[config.mk]
export PLATFORM = sky130hd
export DESIGN_NAME = tab_hash_engine
export DESIGN_NICKNAME = d
export VERILOG_FILES = /design/src/rtl/tab_hash_pkg.sv /design/src/rtl/tab_hash_engine.sv
export SDC_FILE = /design/constraint.sdc
export NUM_CORES = 1
export LEC_CHECK = 0
export ABC_AREA = 1
export CAP_MARGIN = 30
export CORE_MARGIN = 3
export CORE_UTILIZATION = 34
export DETAILED_ROUTE_END_ITERATION = 10
export SYNTH_ARGS = -nofsm -noshare
export SYNTH_HDL_FRONTEND = slang
export SYNTH_SLANG_ARGS = --single-unit
[constraint.sdc]
create_clock -name clk -period 3.95 [get_ports clk]
set_input_delay 1.185 -clock clk [delete_from_list [all_inputs] [get_ports clk]]
set_output_delay 1.185 -clock clk [all_outputs]
set_load 0.05 [all_outputs]
[src/rtl/tab_hash_pkg.sv]
// Shared definitions for the tabulation hash engine: default geometry constants
// and the engine state encoding.
package tab_hash_pkg;

  localparam int unsigned KEY_BYTES = 4;    // 8-bit key chunks per key
  localparam int unsigned DBITS     = 32;   // table word / hash width
  localparam int unsigned TBL_AW    = 9;    // table address width
  localparam int unsigned TBL_NLOC  = 259;  // table words, addresses 0..258

  typedef enum logic [1:0] {
    StIdle,
    StHash,
    StDone
  } state_e;

endpackage

[src/rtl/tab_hash_engine.sv]
// Tabulation hash engine. Hashes one key byte per cycle against an external
// four-read static table: hash = XOR_i T[byte_i + (i mod 4)].
//
// Ports
//   clk, rst_n          clock, synchronous active-low reset
//   in_valid/in_ready   key handshake; in_key byte i is bits [8i+7:8i]
//   out_valid/out_ready hash handshake; out_hash held stable while waiting
//   tbl_addr            table read address (0 outside HASH)
//   tbl_d0..tbl_d3      table words T[a], T[a+1], T[a+2], T[a+3], a = tbl_addr
module tab_hash_engine #(
  parameter int unsigned KEY_BYTES = tab_hash_pkg::KEY_BYTES,
  parameter int unsigned DBITS     = tab_hash_pkg::DBITS,
  parameter int unsigned TBL_AW    = tab_hash_pkg::TBL_AW
) (
  input  logic                   clk,
  input  logic                   rst_n,
  input  logic                   in_valid,
  output logic                   in_ready,
  input  logic [KEY_BYTES*8-1:0] in_key,
  output logic                   out_valid,
  input  logic                   out_ready,
  output logic [DBITS-1:0]       out_hash,
  output logic [TBL_AW-1:0]      tbl_addr,
  input  logic [DBITS-1:0]       tbl_d0,
  input  logic [DBITS-1:0]       tbl_d1,
  input  logic [DBITS-1:0]       tbl_d2,
  input  logic [DBITS-1:0]       tbl_d3
);

  import tab_hash_pkg::*;

  localparam int unsigned IdxW = $clog2(KEY_BYTES) + 1;

  state_e                 state_q;
  logic [KEY_BYTES*8-1:0] key_q;
  logic [IdxW-1:0]        idx_q;
  logic [DBITS-1:0]       acc_q;
  logic [DBITS-1:0]       out_hash_q;
  logic                   out_valid_q;
  logic                   in_ready_q;

  logic [7:0]             cur_byte;
  logic [1:0]             lane_sel;
  logic [DBITS-1:0]       lane_word;
  logic [DBITS-1:0]       acc_d;
  logic                   last_byte;

  // Byte selected by the running index; driven purely from registers.
  always_comb begin
    cur_byte = '0;
    for (int i = 0; i < KEY_BYTES; i++) begin
      if (idx_q == IdxW'(i)) cur_byte = key_q[8*i +: 8];
    end
  end

  // Byte i reads T[byte_i + (i mod 4)], i.e. lane (i mod 4) of the table port.
  always_comb begin
    lane_sel  = 2'(int'(idx_q) % 4);
    lane_word = tbl_d0;
    case (lane_sel)
      2'd0:    lane_word = tbl_d0;
      2'd1:    lane_word = tbl_d1;
      2'd2:    lane_word = tbl_d2;
      default: lane_word = tbl_d3;
    endcase
  end

  assign acc_d     = acc_q ^ lane_word;
  assign last_byte = (idx_q == IdxW'(KEY_BYTES - 1));
  assign tbl_addr  = (state_q == StHash) ? TBL_AW'(cur_byte) : '0;

  always_ff @(posedge clk) begin
    if (!rst_n) begin
      state_q     <= StIdle;
      key_q       <= '0;
      idx_q       <= '0;
      acc_q       <= '0;
      out_hash_q  <= '0;
      out_valid_q <= 1'b0;
      in_ready_q  <= 1'b0;
    end else begin
      case (state_q)
        StIdle: begin
          if (in_valid && in_ready_q) begin
            key_q      <= in_key;
            acc_q      <= '0;
            idx_q      <= '0;
            in_ready_q <= 1'b0;
            state_q    <= StHash;
          end else begin
            in_ready_q <= 1'b1;
          end
        end
        StHash: begin
          acc_q <= acc_d;
          idx_q <= idx_q + 1'b1;
          if (last_byte) begin
            out_hash_q  <= acc_d;
            out_valid_q <= 1'b1;
            state_q     <= StDone;
          end
        end
        StDone: begin
          if (out_ready) begin
            out_valid_q <= 1'b0;
            in_ready_q  <= 1'b1;
            state_q     <= StIdle;
          end
        end
        default: begin
          out_valid_q <= 1'b0;
          in_ready_q  <= 1'b0;
          state_q     <= StIdle;
        end
      endcase
    end
  end

  assign in_ready  = in_ready_q;
  assign out_valid = out_valid_q;
  assign out_hash  = out_hash_q;

endmodule

# [Word level (Yosys, flattened, before mapping)]
# Cells that the tools add are included.
[word_totals] register_bits=103 latch_bits=0 ramBits=0 rom_bits=0 in_bits=164 out_inout_bits=43 word_cells=52 mem_count=0
[op_classes] n_addsub=1 multipliers=0 n_div=0 order_cmp=0 n_eq_ne=10 shifts=0 muxes=20 bitwise=3 n_reduce_logical=11
[ops] op="$pmux 32 s3" count=1
[ops] op="$pmux 32 s2" count=1
[ops] op="$mux 8" count=5
[ops] op="$mux 32" count=1
[ops] op="$xor 32x32->32" count=1
[ops] op="$reduce_and 2->1" count=4
[ops] op="$eq 3x2->1 const B" count=2
[ops] op="$mux 2" count=3
[ops] op="$ne 2x2->1 const B" count=3
[ops] op="$pmux 1 s3" count=2
[ops] op="$pmux 2 s3" count=1
[ops] op="$pmux 3 s2" count=1
[ops] op="$reduce_and 3->1" count=2
[ops] op="$eq 2x1->1 const B" count=2
[ops] op="$eq 2x2->1 const B" count=2
[ops] op="$logic_not 2->1" count=2
[ops] op="$mux 1" count=4
[ops] op="$add 3x1->3 const B" count=1
[ops] op="$eq 3x1->1 const B" count=1
[ops] op="$logic_not 3->1" count=1
[ops] op="$mux 3" count=1
[ops] op="$not 1->1" count=2
[ops] op="$reduce_bool 2->1" count=1
[ops] op="$logic_and 1x1->1" count=1

# [Logic depth before layout (Yosys ltp)]
[depth] depth_word=6 mapped_depth=13 ltp_nobuf=11

# [Least setup slack after synthesis]
# Ideal clock, no wire load.
[synth_path] path_kind="reg-to-output" startpoint="reg idx_q[0]" endpoint="out tbl_addr[4]" arrival_time_ns=1.594 required_ns=2.765 slack_ns=1.171 stages_incl_launch_ff=9 n_path_buf=2 path_cell_list="dfxtp_1 -> inv_1 -> ha_1 -> buf_2 -> nand2_1 -> buf_2 -> nand3_1 -> o211ai_1 -> nand2_1"
[synth_via] elab_chain_len=6 elab_cells_between_ends=9 cone_classes="eq/ne: 3; mux: 5; reduce/logical: 1"
[synth_rtl] item="from (decl)" line_no="tab_hash_engine.sv:36" source="logic [IdxW-1:0] idx_q;"
[synth_rtl] item="from (signal assigned)" line_no="tab_hash_engine.sv:96" source="idx_q <= idx_q + 1'b1;"
[synth_rtl] item="$logic_not 3->1" line_no="tab_hash_engine.sv:52" source="if (idx_q == IdxW'(i)) cur_byte = key_q[8*i +: 8];"
[synth_rtl] item="$mux 8 (3 in a row)" line_no="tab_hash_engine.sv:52"
[synth_rtl] item="$mux 8 *" line_no="tab_hash_engine.sv:52"
[synth_rtl] item="$mux 8 *" line_no="tab_hash_engine.sv:70" source="assign tbl_addr = (state_q == StHash) ? TBL_AW'(cur_byte) : '0;"
[synth_rtl] item="to (decl)" line_no="tab_hash_engine.sv:23" source="output logic [TBL_AW-1:0] tbl_addr,"
# Mark *: on every way between the ends. The rest lies on a longest branch, timed or not.

# [Worst setup path after layout]
[layout_path] startpoint="reg idx_q[0]" endpoint="out tbl_addr[6]"
# Same word-level chain as after synthesis.

==> flow_summary.ini <==
[sta]
timing.final.crit_share_pct = 84.1
rsz0062_at_grt = no
setup_viol = 0
slew_headroom_pct = 51.8
final_max_slew_viol_count = 0
fmax_mhz = 301
skew_ns = 0.00893
tightest_slew_ns = 0.723
hold_viol = 0
period_needed_ns = 3.32
fin_ws_ns = 0.627
timing.setup.tns_ns = 0

[clocking]
h-tree-depth = 3
cts_resized = 0
cts_tree = built
hold_buffers = 0
cts.sinks = 103
cts_root_buffer = clkbuf_16
clock_latency_ns = 0.35
postCtsSetupBuffers = 0
path_clk_slew_ns = 0.08
numCtsBuffers = 9
clock_path_buffers = 2

[place]
gp_congestion = 0.786
portBuffers = 205
preCtsSetupSlack_ns = 0.995
place_area_sq_um = 8580
hpwl_um = 14300

[yosys]
ys_seq_area_share_pct = 32.1
synth_seq_cells = 103
syn_nets = 1231
synth_area_sq_um = 6420
synth.avg_cell_area_sq_um = 6.05
ys_warn_count = 0
syn_inst = 1061
ys_types = 30

[setup_path]
worstPathRequired_ns = 2.76
worstSetupEndpointType = output port
cp-start-kind = flip-flop
cp_max_fo = 26
cp_data_arrival_time_ns = 2.14
criticalPathCategory = flip-flop to output port

[finish]
antenna_cells = 0
final_nets = 1396
drive_above_1_share_pct = 4.39
final_cell_mix = 383 x nand2_1, 196 x clkdlybuf4s50_1, 145 x nand3_1
area_growth_pct = 38.3
layout.cells.most_common = nand2_1
postLayoutCellArea_sq_um = 8880

[floorplanning]
die_x_um = 143
io_pins = 207
coreArea_sq_um = 18300
num_rows = 49
die-area_sq_um = 20600
initial_core_util_pct = 35.1
die_h_um = 143

[power_and_ir_drop]
power_leakage_uw = 0.00391
irDropWorstVdd_mv = 0.195
powerDensity_nw_per_um2 = 296

[drt]
first_iter_violations = 308
drc_errors = 0
ant_nets = 0
dr.pass1.iters = 4
via_per_inst = 4.69
vias = 6846
wire_per_inst_um = 13.9
wl_um = 20200

[job]
maxCapViolations = 0

[grt]
grt_start_max_net_pins = 65
gr-total-overflow = 0
antenna_found_initial = 0
grt_pass1_vias = 6496
grt_use_total_pct = 19.5
grt_pass1_wl_um = 32300

[outcome]
status = complete, no violations

[hold_path]
hold_path.class = flip-flop to flip-flop
==> worst max-delay path, stage by stage, from the launching register on <==
cell and delay [ns]:
dfxtp_1 0.44, ha_1 0.19, ha_1 0.17, inv_1 0.07, nor2_4 0.50, nand2_1 0.11
nand2_1 0.15, buf_12 0.15
==> layout make-up <==
cell class | count | area (sq um)
Fill cell | 1877 | 9390
Multi-Input combinational cell | 787 | 3610
Timing Repair Buffer | 214 | 2210
Sequential cell | 103 | 2060
Inverter | 111 | 419
Tap cell | 229 | 287
Clock buffer | 9 | 225
Clock inverter | 7 | 73.8
==> per-stage QoR <==
step | hold slack, ns | utilization (%) | power (uW) | instances
floorplan | 0.455 | - | 1500 | 1061
global placement | 0.463 | 46.9 | 1750 | 1443
detailed placement | 0.470 | 47.0 | 1760 | 1444
CTS | 0.486 | 48.6 | 2660 | 1460
global route | 0.502 | 48.6 | 2790 | 1460
finish | 0.485 | 48.6 | 2630 | 1460
==> cell usage after synthesis <==
master | n | area share [%]
o211ai_1 | 8 | 0.94
nand2_2 | 1 | 0.097
nand2_1 | 383 | 22
o21ai_1 | 1 | 0.078
inv_2 | 5 | 0.29
nand3b_1 | 1 | 0.12
nor2_2 | 5 | 0.49
a31oi_1 | 2 | 0.19
buf_1 | 3 | 0.18
a21oi_1 | 67 | 5.2
buf_4 | 11 | 1.3
dfxtp_1 | 103 | 32
o21a_1 | 33 | 3.9
nand3_4 | 1 | 0.27
o21ai_0 | 33 | 2.6
o22ai_1 | 1 | 0.097
or2_0 | 25 | 2.4
nor2_1 | 66 | 3.9
ha_1 | 6 | 1.2
clkbuf_1 | 14 | 0.82
buf_2 | 26 | 2.0
or2_1 | 3 | 0.29
conb_1 | 1 | 0.058
clkinv_1 | 2 | 0.12
buf_6 | 6 | 1.1
nand2_4 | 1 | 0.18
inv_4 | 1 | 0.097
or2_2 | 4 | 0.39
nand3_1 | 145 | 11
inv_1 | 103 | 6.0
==> worst paths after layout <==
kind / startpoint / end / slack (ns) / cells past startpoint
max: idx_q[0] / tbl_addr[6] / 0.63 / 7
min: key_q[19] / key_q[19] / 0.48 / 2
max reg2reg: idx_q[0] / out_hash[17] / 1.61 / 8
min reg2reg: key_q[19] / key_q[19] / 0.48 / 2
==> kinds of logic after synthesis <==
| family | share of synthesized area [%] |
|---|---|
| other | 0.0584 |
| adder cells (fa/ha/maj) | 1.17 |
| buffers and inverters | 11.9 |
| flip-flops | 32.1 |
| AO/OA/AOI/OAI | 13.0 |
| AND/OR/NAND/NOR | 41.8 |
==> metal layers <==
layer  share of wire, %  global-route usage, %  up-vias
met3                5.4                   3.29       21
met4                1.5                   4.91        0
met2                 47                   34.6      163
met1                 46                   24.5     2978
met5                  0                      0        -
li1                   -                      -     3684
==> flip-flops by register name (all words and copies together), names as in the netlist <==
name       cells
state_q        2
in_ready       1
out_hash      32
acc_q         32
key_q         32
out_valid      1
idx_q          3
==> report_power, final <==
part / internal, uW / switching [uW] / total (uW)
Clock: 450 / 452 / 901
Sequential: 1090 / 33.0 / 1120
Combinational: 290 / 316 / 606
Total: 1830 / 800 / 2630
No activity file was read; power rests on OpenSTA's default activity.
